**src/rtl/sram_arb_pkg.sv**
```systemverilog
// Shared owner encodings, tag-FIFO entry type and grant FSM states for sram_arbiter.
package sram_arb_pkg;

  localparam logic       OWNER_INST = 1'b0;
  localparam logic       OWNER_DATA = 1'b1;
  localparam logic [1:0] SIZE_WORD  = 2'b10;
  localparam int         CNT_W      = 3;

  typedef struct packed {
    logic valid;
    logic owner;
    logic discard;
  } tag_t;

  typedef enum logic {
    ST_IDLE   = 1'b0,
    ST_LOCKED = 1'b1
  } arb_state_e;

endpackage

```
**src/rtl/sram_arbiter_if.sv**
```systemverilog
// Bundle of the IFU, EXE/MEM and memory-port signals; slave = arbiter view, master = environment view.
interface sram_arbiter_if;

  logic        inst_req;
  logic [31:0] inst_addr;
  logic        inst_addr_ok;
  logic        inst_data_ok;
  logic [31:0] inst_rdata;
  logic        inst_cancel;

  logic        data_req;
  logic        data_wr;
  logic [1:0]  data_size;
  logic [3:0]  data_wstrb;
  logic [31:0] data_addr;
  logic [31:0] data_wdata;
  logic        data_addr_ok;
  logic        data_data_ok;
  logic [31:0] data_rdata;

  logic        mem_req;
  logic        mem_wr;
  logic [1:0]  mem_size;
  logic [3:0]  mem_wstrb;
  logic [31:0] mem_addr;
  logic [31:0] mem_wdata;
  logic        mem_addr_ok;
  logic        mem_data_ok;
  logic [31:0] mem_rdata;

  modport slave (
    input  inst_req, inst_addr, inst_cancel,
    input  data_req, data_wr, data_size, data_wstrb, data_addr, data_wdata,
    input  mem_addr_ok, mem_data_ok, mem_rdata,
    output inst_addr_ok, inst_data_ok, inst_rdata,
    output data_addr_ok, data_data_ok, data_rdata,
    output mem_req, mem_wr, mem_size, mem_wstrb, mem_addr, mem_wdata
  );

  modport master (
    output inst_req, inst_addr, inst_cancel,
    output data_req, data_wr, data_size, data_wstrb, data_addr, data_wdata,
    output mem_addr_ok, mem_data_ok, mem_rdata,
    input  inst_addr_ok, inst_data_ok, inst_rdata,
    input  data_addr_ok, data_data_ok, data_rdata,
    input  mem_req, mem_wr, mem_size, mem_wstrb, mem_addr, mem_wdata
  );

endinterface

```
**src/rtl/sram_arb_fifo.sv**
```systemverilog
// In-order owner-tag FIFO: push on handshake, pop on response, broadcast discard of stored fetch tags.
module sram_arb_fifo
  import sram_arb_pkg::*;
#(
  parameter int DEPTH = 2
) (
  input  logic             clk,
  input  logic             reset,
  input  logic             push_i,
  input  logic             push_owner_i,
  input  logic             pop_i,
  input  logic             discard_inst_i,
  output tag_t             head_o,
  output logic [CNT_W-1:0] count_o,
  output logic             full_o
);

  localparam int PW = (DEPTH > 1) ? $clog2(DEPTH) : 1;

  tag_t             mem_q [DEPTH];
  tag_t             mem_d [DEPTH];
  logic [PW-1:0]    rd_ptr_q, rd_ptr_d, wr_ptr_q, wr_ptr_d;
  logic [CNT_W-1:0] count_q, count_d;
  logic             push_ok_s, pop_ok_s;

  function automatic logic [PW-1:0] next_ptr(input logic [PW-1:0] p);
    return (p == PW'(DEPTH - 1)) ? {PW{1'b0}} : p + PW'(1);
  endfunction

  assign full_o    = (count_q == CNT_W'(DEPTH));
  assign count_o   = count_q;
  assign head_o    = mem_q[rd_ptr_q];
  assign push_ok_s = push_i & ~full_o;
  assign pop_ok_s  = pop_i & (count_q != {CNT_W{1'b0}});

  // Next-state: discard marks only entries already stored, so the new push stays clean
  always_comb begin
    mem_d    = mem_q;
    rd_ptr_d = rd_ptr_q;
    wr_ptr_d = wr_ptr_q;
    count_d  = count_q;
    for (int i = 0; i < DEPTH; i++) begin
      if (discard_inst_i && mem_q[i].valid && (mem_q[i].owner == OWNER_INST)) begin
        mem_d[i].discard = 1'b1;
      end else begin
        mem_d[i].discard = mem_q[i].discard;
      end
    end
    if (pop_ok_s) begin
      mem_d[rd_ptr_q].valid = 1'b0;
      rd_ptr_d              = next_ptr(rd_ptr_q);
    end else begin
      rd_ptr_d = rd_ptr_q;
    end
    if (push_ok_s) begin
      mem_d[wr_ptr_q] = '{valid: 1'b1, owner: push_owner_i, discard: 1'b0};
      wr_ptr_d        = next_ptr(wr_ptr_q);
    end else begin
      wr_ptr_d = wr_ptr_q;
    end
    case ({push_ok_s, pop_ok_s})
      2'b10:   count_d = count_q + CNT_W'(1);
      2'b01:   count_d = count_q - CNT_W'(1);
      default: count_d = count_q;
    endcase
  end

  // State registers
  always_ff @(posedge clk or posedge reset) begin
    if (reset) begin
      for (int i = 0; i < DEPTH; i++) mem_q[i] <= '0;
      rd_ptr_q <= {PW{1'b0}};
      wr_ptr_q <= {PW{1'b0}};
      count_q  <= {CNT_W{1'b0}};
    end else begin
      mem_q    <= mem_d;
      rd_ptr_q <= rd_ptr_d;
      wr_ptr_q <= wr_ptr_d;
      count_q  <= count_d;
    end
  end

endmodule

```
**src/rtl/sram_arbiter.sv**
```systemverilog
// Two-master SRAM-port arbiter with grant lock, field mux and in-order response routing.
// Define SRAM_ARB_RR_EN for round-robin arbitration; otherwise data has fixed priority over inst.
module sram_arbiter
  import sram_arb_pkg::*;
#(
  parameter int OUTSTANDING = 2
) (
  input logic           clk,
  input logic           reset,
  sram_arbiter_if.slave bus
);

  arb_state_e       state_q, state_d;
  logic             lock_owner_q, lock_owner_d;
  logic             grant_s, granted_req_s, mem_req_s, push_s, pop_s, deliver_s, full_s;
  logic             head_cancel_s;
  tag_t             head_s;
  logic [CNT_W-1:0] count_s;
`ifdef SRAM_ARB_RR_EN
  logic             rr_ptr_q, rr_ptr_d;
`endif

  // Grant selection: the lock pins the owner until its address is accepted
  always_comb begin
    grant_s = OWNER_INST;
    case (state_q)
      ST_LOCKED: grant_s = lock_owner_q;
      ST_IDLE: begin
`ifdef SRAM_ARB_RR_EN
        if (bus.data_req && bus.inst_req) begin
          grant_s = rr_ptr_q;
        end else if (bus.data_req) begin
          grant_s = OWNER_DATA;
        end else begin
          grant_s = OWNER_INST;
        end
`else
        if (bus.data_req) begin
          grant_s = OWNER_DATA;
        end else begin
          grant_s = OWNER_INST;
        end
`endif
      end
      default: grant_s = OWNER_INST;
    endcase
  end

  assign granted_req_s    = (grant_s == OWNER_DATA) ? bus.data_req : bus.inst_req;
  assign mem_req_s        = granted_req_s & ~full_s;
  assign push_s           = mem_req_s & bus.mem_addr_ok;
  assign bus.mem_req      = mem_req_s;
  assign bus.inst_addr_ok = push_s & (grant_s == OWNER_INST);
  assign bus.data_addr_ok = push_s & (grant_s == OWNER_DATA);

  // Grant FSM next state
  always_comb begin
    state_d      = state_q;
    lock_owner_d = lock_owner_q;
    case (state_q)
      ST_IDLE: begin
        if (mem_req_s && !bus.mem_addr_ok) begin
          state_d      = ST_LOCKED;
          lock_owner_d = grant_s;
        end else begin
          state_d = ST_IDLE;
        end
      end
      ST_LOCKED: begin
        if (bus.mem_addr_ok) begin
          state_d = ST_IDLE;
        end else begin
          state_d = ST_LOCKED;
        end
      end
      default: state_d = ST_IDLE;
    endcase
  end

  // Field mux toward memory; fetches are always word reads
  always_comb begin
    bus.mem_wr    = 1'b0;
    bus.mem_size  = 2'b00;
    bus.mem_wstrb = 4'b0000;
    bus.mem_addr  = 32'h0000_0000;
    bus.mem_wdata = 32'h0000_0000;
    if (grant_s == OWNER_DATA) begin
      bus.mem_wr    = bus.data_wr;
      bus.mem_size  = bus.data_size;
      bus.mem_wstrb = bus.data_wstrb;
      bus.mem_addr  = bus.data_addr;
      bus.mem_wdata = bus.data_wdata;
    end else if (bus.inst_req) begin
      bus.mem_size = SIZE_WORD;
      bus.mem_addr = bus.inst_addr;
    end else begin
      bus.mem_addr = 32'h0000_0000;
    end
  end

  // A cancel in the popping cycle also kills the fetch response at the head
  assign pop_s            = bus.mem_data_ok & (count_s != {CNT_W{1'b0}});
  assign head_cancel_s    = bus.inst_cancel & (head_s.owner == OWNER_INST);
  assign deliver_s        = pop_s & head_s.valid & ~head_s.discard & ~head_cancel_s;
  assign bus.inst_data_ok = deliver_s & (head_s.owner == OWNER_INST);
  assign bus.data_data_ok = deliver_s & (head_s.owner == OWNER_DATA);
  assign bus.inst_rdata   = bus.mem_rdata;
  assign bus.data_rdata   = bus.mem_rdata;

  sram_arb_fifo #(.DEPTH(OUTSTANDING)) u_fifo (
    .clk            (clk),
    .reset          (reset),
    .push_i         (push_s),
    .push_owner_i   (grant_s),
    .pop_i          (pop_s),
    .discard_inst_i (bus.inst_cancel),
    .head_o         (head_s),
    .count_o        (count_s),
    .full_o         (full_s)
  );

  // Grant FSM registers
  always_ff @(posedge clk or posedge reset) begin
    if (reset) begin
      state_q      <= ST_IDLE;
      lock_owner_q <= OWNER_INST;
    end else begin
      state_q      <= state_d;
      lock_owner_q <= lock_owner_d;
    end
  end

`ifdef SRAM_ARB_RR_EN
  // Preference passes to the other master once the preferred one completes a handshake
  always_comb begin
    if (push_s && (grant_s == rr_ptr_q)) begin
      rr_ptr_d = ~rr_ptr_q;
    end else begin
      rr_ptr_d = rr_ptr_q;
    end
  end

  // Round-robin pointer register
  always_ff @(posedge clk or posedge reset) begin
    if (reset) begin
      rr_ptr_q <= OWNER_INST;
    end else begin
      rr_ptr_q <= rr_ptr_d;
    end
  end
`endif

endmodule

```
**src/flat_wrapper.sv**
```systemverilog
// flat-port wrapper written by rule: the top's interface ports become plain ports
module sram_arbiter_flat import sram_arb_pkg::*;
#(
  parameter int OUTSTANDING = 2
)
  (clk, reset, bus_inst_req, bus_inst_addr, bus_inst_cancel, bus_data_req, bus_data_wr, bus_data_size, bus_data_wstrb, bus_data_addr, bus_data_wdata, bus_mem_addr_ok, bus_mem_data_ok, bus_mem_rdata, bus_inst_addr_ok, bus_inst_data_ok, bus_inst_rdata, bus_data_addr_ok, bus_data_data_ok, bus_data_rdata, bus_mem_req, bus_mem_wr, bus_mem_size, bus_mem_wstrb, bus_mem_addr, bus_mem_wdata);
  sram_arbiter_if bus_i ();
  input logic clk;
  input logic reset;
  input wire logic [$bits(bus_i.inst_req)-1:0] bus_inst_req;
  input wire logic [$bits(bus_i.inst_addr)-1:0] bus_inst_addr;
  input wire logic [$bits(bus_i.inst_cancel)-1:0] bus_inst_cancel;
  input wire logic [$bits(bus_i.data_req)-1:0] bus_data_req;
  input wire logic [$bits(bus_i.data_wr)-1:0] bus_data_wr;
  input wire logic [$bits(bus_i.data_size)-1:0] bus_data_size;
  input wire logic [$bits(bus_i.data_wstrb)-1:0] bus_data_wstrb;
  input wire logic [$bits(bus_i.data_addr)-1:0] bus_data_addr;
  input wire logic [$bits(bus_i.data_wdata)-1:0] bus_data_wdata;
  input wire logic [$bits(bus_i.mem_addr_ok)-1:0] bus_mem_addr_ok;
  input wire logic [$bits(bus_i.mem_data_ok)-1:0] bus_mem_data_ok;
  input wire logic [$bits(bus_i.mem_rdata)-1:0] bus_mem_rdata;
  output wire logic [$bits(bus_i.inst_addr_ok)-1:0] bus_inst_addr_ok;
  output wire logic [$bits(bus_i.inst_data_ok)-1:0] bus_inst_data_ok;
  output wire logic [$bits(bus_i.inst_rdata)-1:0] bus_inst_rdata;
  output wire logic [$bits(bus_i.data_addr_ok)-1:0] bus_data_addr_ok;
  output wire logic [$bits(bus_i.data_data_ok)-1:0] bus_data_data_ok;
  output wire logic [$bits(bus_i.data_rdata)-1:0] bus_data_rdata;
  output wire logic [$bits(bus_i.mem_req)-1:0] bus_mem_req;
  output wire logic [$bits(bus_i.mem_wr)-1:0] bus_mem_wr;
  output wire logic [$bits(bus_i.mem_size)-1:0] bus_mem_size;
  output wire logic [$bits(bus_i.mem_wstrb)-1:0] bus_mem_wstrb;
  output wire logic [$bits(bus_i.mem_addr)-1:0] bus_mem_addr;
  output wire logic [$bits(bus_i.mem_wdata)-1:0] bus_mem_wdata;
  assign bus_i.inst_req = bus_inst_req;
  assign bus_i.inst_addr = bus_inst_addr;
  assign bus_i.inst_cancel = bus_inst_cancel;
  assign bus_i.data_req = bus_data_req;
  assign bus_i.data_wr = bus_data_wr;
  assign bus_i.data_size = bus_data_size;
  assign bus_i.data_wstrb = bus_data_wstrb;
  assign bus_i.data_addr = bus_data_addr;
  assign bus_i.data_wdata = bus_data_wdata;
  assign bus_i.mem_addr_ok = bus_mem_addr_ok;
  assign bus_i.mem_data_ok = bus_mem_data_ok;
  assign bus_i.mem_rdata = bus_mem_rdata;
  assign bus_inst_addr_ok = bus_i.inst_addr_ok;
  assign bus_inst_data_ok = bus_i.inst_data_ok;
  assign bus_inst_rdata = bus_i.inst_rdata;
  assign bus_data_addr_ok = bus_i.data_addr_ok;
  assign bus_data_data_ok = bus_i.data_data_ok;
  assign bus_data_rdata = bus_i.data_rdata;
  assign bus_mem_req = bus_i.mem_req;
  assign bus_mem_wr = bus_i.mem_wr;
  assign bus_mem_size = bus_i.mem_size;
  assign bus_mem_wstrb = bus_i.mem_wstrb;
  assign bus_mem_addr = bus_i.mem_addr;
  assign bus_mem_wdata = bus_i.mem_wdata;
  sram_arbiter #(.OUTSTANDING(OUTSTANDING)) u_core (.clk(clk), .reset(reset), .bus(bus_i));
endmodule
```
**config.mk**
```make
export PLATFORM = sky130hd
export DESIGN_NAME = sram_arbiter_flat
export DESIGN_NICKNAME = d
export VERILOG_FILES = /design/src/rtl/sram_arb_pkg.sv /design/src/rtl/sram_arbiter_if.sv /design/src/rtl/sram_arb_fifo.sv /design/src/rtl/sram_arbiter.sv /design/src/flat_wrapper.sv
export SDC_FILE = /design/constraint.sdc
export NUM_CORES = 1
export LEC_CHECK = 0
export BUFFER_PORTS_ARGS = -buffer_cell sky130_fd_sc_hd__buf_2
export CAP_MARGIN = 20
export CORE_AREA = 4 4 108 110
export DETAILED_ROUTE_END_ITERATION = 7
export DIE_AREA = 0 0 112 114
export PLACE_DENSITY = 0.58
export REMOVE_ABC_BUFFERS = 1
export SETUP_SLACK_MARGIN = 0.02
export SLEW_MARGIN = 20
export SYNTH_ARGS = -nofsm -noshare
export SYNTH_HDL_FRONTEND = slang
export SYNTH_SLANG_ARGS = --single-unit
export TNS_END_PERCENT = 10
```
**constraint.sdc**
```tcl
create_clock -name clk -period 4.5 [get_ports clk]
set_input_delay 0.45 -clock clk [delete_from_list [all_inputs] [get_ports clk]]
set_output_delay 0.45 -clock clk [all_outputs]
set_load 0.1 [all_outputs]
```
* Word-level counts from Yosys, hierarchy flattened
Cells that the tools add are included.
** Word-level totals
- Register bits :: 13
- Bits of input ports :: 142
- Output and inout port bits :: 140
- Word-level logic and storage cells :: 85
** Operators by class
- $add $sub $neg :: 4
- Order comparisons :: 4
- Equality and inequality tests :: 3
- Mux-type cells :: 29
- Bitwise gates (word level) :: 23
- Reductions and logical operators :: 11
** Operators with widths (number)
- 32-bit 2-to-1 mux :: 3
- 3-bit 2-to-1 mux :: 5
- 1-bit AND :: 13
- 6-bit bitwise mux :: 2
- 6-bit 2-to-1 mux :: 2
- 1-bit 2-to-1 mux :: 9
- 1-bit NOT :: 8
- 1-bit logical AND :: 7
- 3-bit demux with 1-bit select :: 2
- 3-bit case mux with 2 select lines :: 1
- 2-bit greater-or-equal comparator, second input constant :: 2
- 2-bit by 1-bit less-than comparator with 1-bit output, second input constant :: 2
- 2-bit 2-to-1 mux :: 2
- 4-bit 2-to-1 mux :: 1
- 1-bit NOT with 2-bit output :: 2
- 1-bit case mux with 2 select lines :: 2
- 3-bit by 1-bit adder with 3-bit output, second input constant :: 1
- 3-bit by 2-bit equality test with 1-bit output, second input constant :: 1
- 3-bit nonzero test :: 1
- 3-bit by 1-bit subtractor with 3-bit output, second input constant :: 1
- 1-bit adder, second input constant :: 2
- 2-bit by 1-bit equality test with 1-bit output, second input constant :: 1
- 2-bit equality test, second input constant :: 1
- 2-bit AND reduction :: 1
- other kinds (2) :: 2

* Depth between registers and ports, before layout
- Depth in word-level cells :: 9
- Mapped depth :: 10
- Gate-level depth less buffers :: 9

* Modules after synthesis
From an unflattened synthesis, not the netlist that was laid out.
** Second synthesis, totals
- Cell total of the unflattened synthesis :: 284
- Area, all modules :: 2125.8 um^2
** Modules (own cells, without submodules)
- sram_arbiter :: instances 1, cells an instance 236, area each 1585.3 um^2, seq. area each 50.0 um^2
- sram_arb_fifo :: instances 1, cells an instance 48, area each 540.5 um^2, seq. area each 275.3 um^2

* Least setup slack after synthesis
No wires, ideal clock.
- Path kind :: input to output
- Start :: in bus_mem_data_ok
- End :: out bus_inst_data_ok
- Arrival time :: 3.069 ns
- Required time :: 4.050 ns
- Path slack :: 0.981 ns
- Stages :: 3
- Path buffers :: 0
- Cell sequence :: a21boi_1 nand2_1 nor3b_1
** On the way
- Cells in the longest elaborated chain, start to end :: 5
** Ends and longest elaborated chain
- start, declared :: line flat_wrapper.sv:20 : input wire logic [$bits(bus_i.mem_data_ok)-1:0] bus_mem_data_ok;
- 1-bit AND :: line sram_arbiter.sv:102 : assign pop_s = bus.mem_data_ok & (count_s != {CNT_W{1'b0}});
- 1-bit AND (3 in a row) :: line sram_arbiter.sv:104 : assign deliver_s = pop_s & head_s.valid & ~head_s.discard & ~head_cancel_s;
- 1-bit AND :: line sram_arbiter.sv:105 : assign bus.inst_data_ok = deliver_s & (head_s.owner == OWNER_INST);
- end, declared :: line flat_wrapper.sv:23 : output wire logic [$bits(bus_i.inst_data_ok)-1:0] bus_inst_data_ok;
Every way passes these cells.

* Worst setup path after layout
- Start :: reg u_core.state_q
- End :: out bus_mem_addr[23]
** On the way
- Cells in the longest elaborated chain, start to end :: 3
** Ends and longest elaborated chain
- start, declared :: line sram_arbiter.sv:13 : arb_state_e state_q, state_d;
- start signal, assigned :: line sram_arbiter.sv:128 : state_q <= state_d;
- 1-bit NOT (no line)
- 1-bit case mux with 2 select lines * :: line sram_arbiter.sv:26 : case (state_q)
- 32-bit 2-to-1 mux * :: line sram_arbiter.sv:87 : if (grant_s == OWNER_DATA) begin
- end, declared :: line flat_wrapper.sv:32 : output wire logic [$bits(bus_i.mem_addr)-1:0] bus_mem_addr;
Every way passes the cells marked *; elsewhere a longest branch is shown, timed or not.

==> flow_summary.ini <==
[status]
status = complete, no violations

[layout]
fill_cells = 1234
finalNonFillerCells = 528
drive_gt1_frac = 0.508
syn2layout_area_growth_pct = 32.1
nNetsFinal = 533
seq_area_um2 = 325
antenna_cells = 0
final_util = 0.235
multi_input_area_um2 = 997

[synth]
synth_area_leaders = buf_4 (27%), dfrtp_1 (17%), nand2_1 (14%)
synth_edf_count = 0
synthFlopType = dfrtp_1
synth-warning-count = 0
synth_top_area_frac = 0.272
synth_cells = 278
ys_seq_area_frac = 0.171
synthTopCellsByCount = buf_4 (69), nand2_1 (69), and2_1 (38)
synth_area_um2 = 1910
ys_ff_latch = 13
yosysUniqueCellTypes = 33
synth_top_cell_by_area = buf_4
ys_async_sr_fraction = 1.00
postSynthAreaPerCell_um2 = 6.86

[pwr]
power_mw = 2.03
ir_drop_v = 0.000360
p_per_area_nw_per_um2 = 808
leakage_nw = 1.43

[detailed_routing]
drcViolationCount = 0
drt_pass1_iterations = 4
dr_total_vias = 2239
wl_per_cell_um = 24.7
viasPerCell = 4.24
drt_iter0_drc = 48
wl_um = 13000
ant_nets = 0

[floorplanning]
die_h_um = 114
die-area_um2 = 12800
fp-row-count = 38
ios = 282
start_util = 0.178
core_region_area_um2 = 10700
fp.dieW_um = 112

[setup_path]
worst_setup_path_end_kind = primary output
max_stage_delay_ps = 770
cp_max_fo = 62
cp.required_ps = 4050
crit_path_cell_trace = o21ai_4 > buf_12 > nand2_1 > o21ai_1 > buf_2
crit_slowest_cell = o21ai_4
critical_path_class = reg -> out
crit_path_start_kind = register
critPathArrivalTime_ps = 2440

[clock_tree]
clkSlewWorstSetupHoldPaths_ps = 60
postCtsHoldBufs = 0
cts_tree = built
cts_buffers = 3
cts.sinks = 13
clkLatencyLatePin_ps = 240
postCtsSetupBuffers = 0
cts_buffer_depth = 2
cts_root_buffer = clkbuf_8
htreeDepth = 1
cts_repair_resize_count = 0

[timing]
tightest_slew_ps = 973
slew_viol_final = 0
period_share = 0.641
fin_ws_ps = 1610
hold_viol_final = 0
hold_ws_ps = 235
slew_headroom = 0.349
min_period_ps = 2890
finClkSkew_ps = 3.54
finalSetupViolCount = 0
grt_setup_unrepaired = false
fmax_mhz = 347

[hold_path]
hp-class = in -> async

[grt]
grt_pass1_wl_um = 17300
grt_pass1_vias = 2268
grt_max_degree = 63
grt_overflow_total = 0
grt_use_total = 0.192
antenna_found_initial = 0

[placed_design]
port_buffers = 185
globalplace.congestion = 1.04
dp_cells = 524
dpl_worst_slack_ps = 1590
place_hpwl_um = 11700

[run]
drv_cap = 0
==> area by class of cell <==
cell class              count  share of cell area
clock buffers               4              0.0179
inverters                   8              0.0119
multi-input cells         177               0.396
flip-flops and latches     13               0.129
well taps                 140              0.0695
repair buffers            186               0.376
==> layout by cell type, fill, tap and decap left out, types with 2 or more instances in the layout <==
cell and n:
clkbuf_8 3, buf_2 185, and2_1 38, inv_1 8
nor2b_1 2, nand2_1 69, dfrtp_1 13, o21ai_0 3
o21ai_1 29, xor2_1 3, mux2_1 4, a31oi_1 2
nor2_1 7, mux2i_1 2
==> per-layer routing <==
metal / wire, µm / GRT usage
met3: 2430 / 0.153
met4: 229 / 0.0385
met5: 57 / 0.0549
met1: 4610 / 0.192
met2: 5720 / 0.311
==> metrics by stage <==
step	instance area (µm²)	setup TNS, ps
2_1_floorplan	1350	-162
3_3_place_gp	2470	0
3_5_place_dp	2470	0
4_1_cts	2520	0
5_1_grt	2520	0
6_report	2520	0
==> state kept, by name, indices dropped and copies added, names as in the netlist <==
| name | cells |
|---|---|
| u_core.lock_owner_q | 1 |
| u_core.u_fifo.mem_q | 6 |
| u_core.state_q | 1 |
| u_core.u_fifo.wr_ptr_q | 1 |
| u_core.u_fifo.count_o | 3 |
| u_core.u_fifo.rd_ptr_q | 1 |
==> path summary, 6_finish.rpt <==
kind	endpoint	slack, ps	start	cells after the start
worst max register to register	u_core.u_fifo.count_o[2]$_DFFE_PP0P_	2140	u_core.state_q$_DFF_PP0_	9
max in group asynchronous	u_core.u_fifo.mem_q[4]$_DFFE_PP0P_	3910	reset	2
worst min-delay path	u_core.u_fifo.count_o[0]$_DFFE_PP0P_	230	reset	2
worst min register to register	u_core.u_fifo.count_o[2]$_DFFE_PP0P_	490	u_core.u_fifo.count_o[2]$_DFFE_PP0P_	1
worst max-delay path	bus_mem_addr[23]	1610	u_core.state_q$_DFF_PP0_	5
min in group clk	u_core.u_fifo.count_o[2]$_DFFE_PP0P_	490	u_core.u_fifo.count_o[2]$_DFFE_PP0P_	1
==> cell families after synthesis <==
kind of cell	after synthesis	synth area share
compound gates	42	0.132
xor+xnor	5	0.0269
fa+ha+maj	2	0.0171
buf+inv	88	0.310
flops	13	0.171
mux	6	0.0341
simple gates	122	0.309
==> critical path: cells and delay by family, from the launching register on <==
kind | cells | cell delay (ps)
flops | 1 | 440
compound gates | 2 | 860
simple gates | 1 | 80
buf+inv | 2 | 780
==> power by group <==
group	total [mW]	switching, mW	internal, mW
sequential	0.228	0.0507	0.177
combinational	1.70	1.40	0.304
clock	0.105	0.0426	0.0625
Power figures use the tool's default switching activity.
